File: config.mk
export PLATFORM = sky130hd
export DESIGN_NAME = serial_adder_ctrl
export DESIGN_NICKNAME = d
export VERILOG_FILES = /design/src/rtl/serial_adder_pkg.sv /design/src/rtl/full_adder.sv /design/src/rtl/serial_adder_ctrl.sv
export SDC_FILE = /design/constraint.sdc
export NUM_CORES = 1
export LEC_CHECK = 0
export CORE_ASPECT_RATIO = 1.1
export CORE_MARGIN = 4
export CORE_UTILIZATION = 53
export CTS_BUF_LIST = sky130_fd_sc_hd__clkbuf_8 sky130_fd_sc_hd__clkbuf_16
export CTS_CLUSTER_DIAMETER = 40
export CTS_CLUSTER_SIZE = 14
export DETAILED_ROUTE_END_ITERATION = 6
export PLACE_DENSITY = 0.83
export SLEW_MARGIN = 40
export SYNTH_ARGS = -nofsm -noshare
export SYNTH_HDL_FRONTEND = slang
export SYNTH_SLANG_ARGS = --single-unit
File: constraint.sdc
create_clock -name clk -period 2.8 [get_ports clk]
set_input_delay 0.42 -clock clk [delete_from_list [all_inputs] [get_ports clk]]
set_output_delay 0.42 -clock clk [all_outputs]
set_load 0.01 [all_outputs]
File: src/rtl/serial_adder_pkg.sv
// Shared types and defaults for the bit-serial adder controller.
package serial_adder_pkg;

   typedef enum logic [1:0] {
      IDLE = 2'd0,
      RUN  = 2'd1,
      DONE = 2'd2
   } sadd_state_t;

   localparam int DEFAULT_WIDTH = 8;

endpackage

File: src/rtl/full_adder.sv
// One-bit full adder shared by the serial add datapath.
module full_adder (
   input  logic a,
   input  logic b,
   input  logic cin,
   output logic sum,
   output logic cout
);

   assign sum  = a ^ b ^ cin;
   assign cout = (a & b) | (cin & (a ^ b));

endmodule

File: src/rtl/serial_adder_ctrl.sv
// Bit-serial adder: accepts operands over valid/ready, adds LSB-first through a
// single full_adder with a registered carry, and returns {cout, result} over valid/ready.
module serial_adder_ctrl
   import serial_adder_pkg::*;
#(
   parameter int WIDTH = DEFAULT_WIDTH
) (
   input  logic             clk,
   input  logic             rst_n,
   input  logic             in_valid,
   output logic             in_ready,
   input  logic [WIDTH-1:0] op_a,
   input  logic [WIDTH-1:0] op_b,
   input  logic             cin,
   output logic             out_valid,
   input  logic             out_ready,
   output logic [WIDTH-1:0] result,
   output logic             cout,
   output logic             busy
);

   localparam int CW = (WIDTH > 1) ? $clog2(WIDTH) : 1;
   localparam logic [CW-1:0] LAST = CW'(WIDTH - 1);

   if (WIDTH < 2) begin : g_bad_width
      $error("serial_adder_ctrl: WIDTH must be >= 2");
   end

   sadd_state_t      state_q, state_d;
   logic [WIDTH-1:0] a_sr, b_sr, res_sr;
   logic             carry_q;
   logic [CW-1:0]    count_q;
   logic             fa_sum, fa_cout;
   logic             accept, release_res, last_bit;

   assign accept      = (state_q == IDLE) && in_valid;
   assign release_res = (state_q == DONE) && out_ready;
   assign last_bit    = (count_q == LAST);

   full_adder u_full_adder (
      .a    (a_sr[0]),
      .b    (b_sr[0]),
      .cin  (carry_q),
      .sum  (fa_sum),
      .cout (fa_cout)
   );

   // NOTE: state is updated with non-blocking assignments so every register
   // samples the pre-edge values of the others.
   always_ff @(posedge clk or negedge rst_n) begin
      if (!rst_n) state_q <= IDLE;
      else        state_q <= state_d;
   end

   // NOTE: next state gets its default first so no path leaves it unassigned
   // (which would infer a latch).
   always_comb begin
      state_d = state_q;
      case (state_q)
         IDLE:    if (accept)      state_d = RUN;
         RUN:     if (last_bit)    state_d = DONE;
         DONE:    if (release_res) state_d = IDLE;
         default:                  state_d = IDLE;
      endcase
   end

   always_ff @(posedge clk or negedge rst_n) begin
      if (!rst_n) begin
         a_sr    <= '0;
         b_sr    <= '0;
         res_sr  <= '0;
         carry_q <= 1'b0;
         count_q <= '0;
      end else if (accept) begin
         a_sr    <= op_a;
         b_sr    <= op_b;
         carry_q <= cin;
         count_q <= '0;
      end else if (state_q == RUN) begin
         a_sr    <= {1'b0, a_sr[WIDTH-1:1]};
         b_sr    <= {1'b0, b_sr[WIDTH-1:1]};
         res_sr  <= {fa_sum, res_sr[WIDTH-1:1]};
         carry_q <= fa_cout;
         // Hold on the last bit so the counter never wraps for power-of-two widths.
         count_q <= last_bit ? count_q : count_q + CW'(1);
      end
   end

   // Result is gated to DONE so a stale or partial sum is never visible.
   assign in_ready  = (state_q == IDLE);
   assign out_valid = (state_q == DONE);
   assign busy      = (state_q != IDLE);
   assign result    = out_valid ? res_sr : '0;
   assign cout      = out_valid & carry_q;

endmodule

======== After elaboration in Yosys (flattened, before gate mapping) ========
Cells that the tools add are included.
storage, ports and cells
  register bits after elaboration ......... 30
  input bits .............................. 21
  output and inout bits ................... 12
operators by class
  add/subtract/negate cells ............... 1
  eq/ne operators ......................... 7
  muxes and demuxes ....................... 14
  bitwise operators ....................... 7
  reductions and logical operators ........ 8
operators by type and width
  cell                                                             number
  8-bit 2-to-1 mux                                                 5
  3-bit 2-to-1 mux                                                 3
  2-bit 2-to-1 mux                                                 3
  2-bit one-hot mux with 3 select lines                            1
  2-bit by 1-bit != test with 1-bit output, second input constant  2
  2-bit != test, second input constant                             2
  2-bit AND reduction                                              2
  2-bit nonzero test                                               2
  3-bit by 1-bit adder with 3-bit output, second input constant    1
  1-bit AND                                                        3
  3-bit == test, second input constant                             1
  3-bit AND reduction                                              1
  2-bit by 1-bit == test with 1-bit output, second input constant  1
  2-bit == test, second input constant                             1
  1-bit logical AND                                                2
  2-bit zero test                                                  1
  1-bit 2-to-1 mux                                                 2
  1-bit XOR                                                        2
  1-bit inverter                                                   1
  1-bit OR                                                         1

======== Depth between registers and ports, before layout ========
  word-level depth ........................ 5
  depth in mapped cells ................... 5

======== Hierarchy ========
A second synthesis with hierarchy kept.
unflattened totals
  cells, all modules ...................... 152
  area, all modules ....................... 1,567.8 µm²
modules (own cells, without submodules)
  module             times used  cells each  area an instance (µm²)
  serial_adder_ctrl  1           151         1,547.7
  full_adder         1           1           20.0

======== Worst setup path after synthesis ========
OpenSTA, ideal clock, no wires.
  path type ............................... register to output
  start point ............................. register state_q[1]
  end point ............................... output cout
  data arrival time ....................... 1.042 ns
  required time ........................... 2.380 ns
  slack ................................... 1.338 ns
  stages on the path, launching flop included .. 4
  path buffers ............................ 1
  cell sequence ........................... dfrtp_1 nor2b_1 clkbuf_1 and2_1
on the way
  cells in the longest elaborated chain, start to end .. 2
ends and longest elaborated chain
  item                    RTL line                 text
  from (decl)             serial_adder_ctrl.sv:29  sadd_state_t state_q, state_d;
  from (signal assigned)  serial_adder_ctrl.sv:52  else state_q <= state_d;
  2-bit == test           serial_adder_ctrl.sv:91  assign out_valid = (state_q == DONE);
  named net out_valid     serial_adder_ctrl.sv:15  output logic out_valid,
  1-bit AND               serial_adder_ctrl.sv:94  assign cout = out_valid & carry_q;
  to (decl)               serial_adder_ctrl.sv:18  output logic cout,
The timed path passes the listed nets, and every way through them passes these cells.

======== Worst setup path after layout ========
  start point ............................. register state_q[0]
  end point ............................... output result[0]
on the way
  cells in the longest elaborated chain, start to end .. 2
ends and longest elaborated chain
  item              RTL line                 text
  2-bit == test     serial_adder_ctrl.sv:91
  8-bit 2-to-1 mux  serial_adder_ctrl.sv:93  assign result = out_valid ? res_sr : '0;
  to (decl)         serial_adder_ctrl.sv:17  output logic [WIDTH-1:0] result,
Every way passes these cells.

==> results.yml <==
run_status:
  outcome: "finished, final reports clean"
critical_path:
  startpoint_type: "flop"
  worst_ep_arrival_time_ps: 1790
  cp.required_ps: 2380
  worst_path_max_delay_cell: "clkdlybuf4s50_1"
  cp-end-kind: "primary output"
  critPathKind: "reg2out"
  crit_chain: "nor2b_1 -> and2_1 -> clkdlybuf4s50_1"
  critPathTopFamily: "simple AND/OR/NAND/NOR gates"
  cp.buffers_inverters: 1
  cp_slowest_stage_delay_ps: 530
  worstPathMaxFanout: 11
sta:
  hold_viol_final: 0
  final.setup.tns_ps: 0
  slew_headroom_pct: 67.1
  worstMarginPinSlew_ps: 492
  rsz0062_at_grt: "false"
  fmax_mhz: 453
  period_share_pct: 78.9
  clock_skew_ps: 4.71
  fin_hold_ws_ps: 498
  period_needed_ps: 2210
  report.final.setup_viol: 0
  drv_slew: 0
logic_synthesis:
  ys_seq_area_share_pct: 49.8
  synth.distinct_cells: 27
  synth_area_um2: 1510
  avgSynthCellArea_um2: 11.7
  synthAdderAreaFrac_pct: 2.99
  synth_top_family_by_area: "compound AO/OA/AOI/OAI gates"
  synth_xor_area_share_pct: 0
  synth-seq-cells: 30
  synthesis.nets: 153
  synth-simple-area-share_pct: 15.9
  syn_inst: 129
  synth_compound_area_share_pct: 18.4
  yosysWarnings: 0
  synth_mux_area_share_pct: 6.73
routing:
  avgViaCountPerCell: 5.62
  wl_per_cell_um: 14.6
  firstDrtPassIters: 4
  drc: 0
  antenna_left: 0
  vias: 1101
  wirelength_um: 2860
  drt-initial-drc-count: 21
placed_design:
  place_congestion: 0.748
  place_hpwl_um: 2050
  dp_cells: 188
  io_buffers: 32
final_layout:
  layout.cells.non_filler: 196
  antenna_cells: 0
  layout.nets: 186
  postLayoutCoreUtil_pct: 70.4
  area_growth_pct: 28.7
  fillerInstances: 215
  drive_above_1_share_pct: 17.2
clock_network:
  postCtsSetupBuffers: 0
  ctsHoldBuffers: 0
  cts_root_buffer: "clkbuf_8"
  cts_sinks: 30
  cts_resized: 0
  insertion_delay_ps: 280
  clk_pin_slew_ps: 60
  cts_tree: "done"
  cts-buffers-inserted: 5
  h-tree-depth: 2
  cts_max_path_buffers: 2
pwr:
  ir_drop_mv: 0.800
  power.share.clock_pct: 20.5
  power_frac_seq_pct: 39.4
  total_power_uw: 1940
  p_leak_uw: 0.000829
  power_density_nw_per_um2: 1000
  combPwrFrac_pct: 40.1
  internal-power_uw: 1310
  p_sw_uw: 628
  swShare_pct: 32.3
global_routing:
  grt_pass1_wl_um: 5010
  grt_start_max_net_pins: 31
  overflow: 0
  grt_pass1_vias: 1158
  antenna_found_initial: 0
  grt_usage_pct: 18.1
flow_run:
  maxCapViolations: 0
floorplanning:
  start_util_pct: 54.7
  die-area_um2: 3760
  fp.coreArea_um2: 2750
  ios: 33
  rows: 20
  die_h_um: 63.9
  die_w_um: 58.8
min_path:
  hold_class: "reg2reg"
## registers in the layout (all words and copies together) (netlist names)
signal	flops
carry_q	1
res_sr	8
b_sr	8
count_q	3
state_q	2
a_sr	8
## final cells by class
cell class | instances | area (um2) | share of cell area [%]
multi-input combinational | 82 | 663 | 34.2
clock buffer | 8 | 110 | 5.68
timing repair buffer | 35 | 343 | 17.7
tap | 33 | 41.3 | 2.13
inverter | 8 | 30.0 | 1.55
sequential | 30 | 751 | 38.7
## worst reg2reg max path, delay by kind of cell, from the launching register on
kind                     cells  cell delay (ps)
multiplexers                 1              280
flip-flops                   1              380
AO/OA/AOI/OAI                1              180
adder cells (fa/ha/maj)      2              420
AND/OR/NAND/NOR              1              100
## synthesized netlist by cell type (all sizes together)
| cell type | count | area share, % |
|---|---|---|
| a21oi | 1 | 0.33 |
| o22a | 6 | 3.5 |
| fa | 1 | 1.3 |
| dfrtp | 30 | 50 |
| nand3b | 3 | 1.5 |
| a32o | 2 | 1.3 |
| nand3 | 3 | 1.0 |
| and2 | 9 | 3.7 |
| nand2b | 1 | 0.42 |
| nor3b | 6 | 3.0 |
| inv | 8 | 2.0 |
| nand2 | 4 | 1.0 |
| mux2 | 9 | 6.7 |
| clkbuf | 1 | 0.25 |
| nor3 | 6 | 2.0 |
| a22o | 5 | 2.9 |
| or2 | 1 | 0.58 |
| a22oi | 3 | 1.5 |
| a2bb2oi | 6 | 3.5 |
| buf | 8 | 3.9 |
| a211oi | 6 | 5.0 |
| nor2 | 4 | 1.0 |
| ha | 2 | 1.7 |
| nor2b | 3 | 1.7 |
| o21ai | 1 | 0.33 |
## worst paths after layout
path | to | start | slack (ps) | depth (start not counted)
setup / recovery | result[0] | state_q[0]$_DFFE_PN0P_ | 590 | 3
hold / removal | b_sr[7]$_DFFE_PN0P_ | b_sr[7]$_DFFE_PN0P_ | 500 | 1
min in group asynchronous | count_q[0]$_DFFE_PN0P_ | rst_n | 530 | 2
hold reg to reg | b_sr[7]$_DFFE_PN0P_ | b_sr[7]$_DFFE_PN0P_ | 500 | 1
max in group asynchronous | carry_q$_DFFE_PN0P_ | rst_n | 1990 | 2
setup reg to reg | count_q[0]$_DFFE_PN0P_ | count_q[0]$_DFFE_PN0P_ | 1330 | 5
## power groups by stage
stage | sequential (uW) | clock (uW) | combinational [uW]
CTS | 766 | 412 | 791
global route | 790 | 434 | 879
detailed placement | 772 | 0 | 789
global placement | 758 | 0 | 741
finish | 764 | 398 | 778
floorplan | 739 | 0 | 642
## layout by cell type (no fill, tap or decap), drive strengths merged, types with 6 or more instances in the layout
master          n
a211oi          6
dfrtp          30
a2bb2oi         6
clkbuf          8
clkdlybuf4s50  32
and2            9
nor3            6
o22a            6
mux2            9
inv             8
nor3b           6
## metal layers
layer	track usage [%]	up-vias	part of all wire, %
li1	-	531	-
met1	19.9	524	41
met2	29.0	37	48
met3	7.68	9	8.2
met4	9.63	0	2.8
met5	0	-	0
## metrics by stage
step / cell area (um2) / setup slack [ps]
after floorplan: 1510 / 1340
after global placement: 1830 / 944
after detailed placement: 1830 / 879
after CTS: 1940 / 571
after global routing: 1940 / 391
final: 1940 / 590
## cell families after synthesis
family / after synthesis
flip-flops: 30
adder cells (fa/ha/maj): 3
AND/OR/NAND/NOR: 40
AO/OA/AOI/OAI: 30
buffers and inverters: 17
multiplexers: 9
No activity file was read; power rests on OpenSTA's default activity.
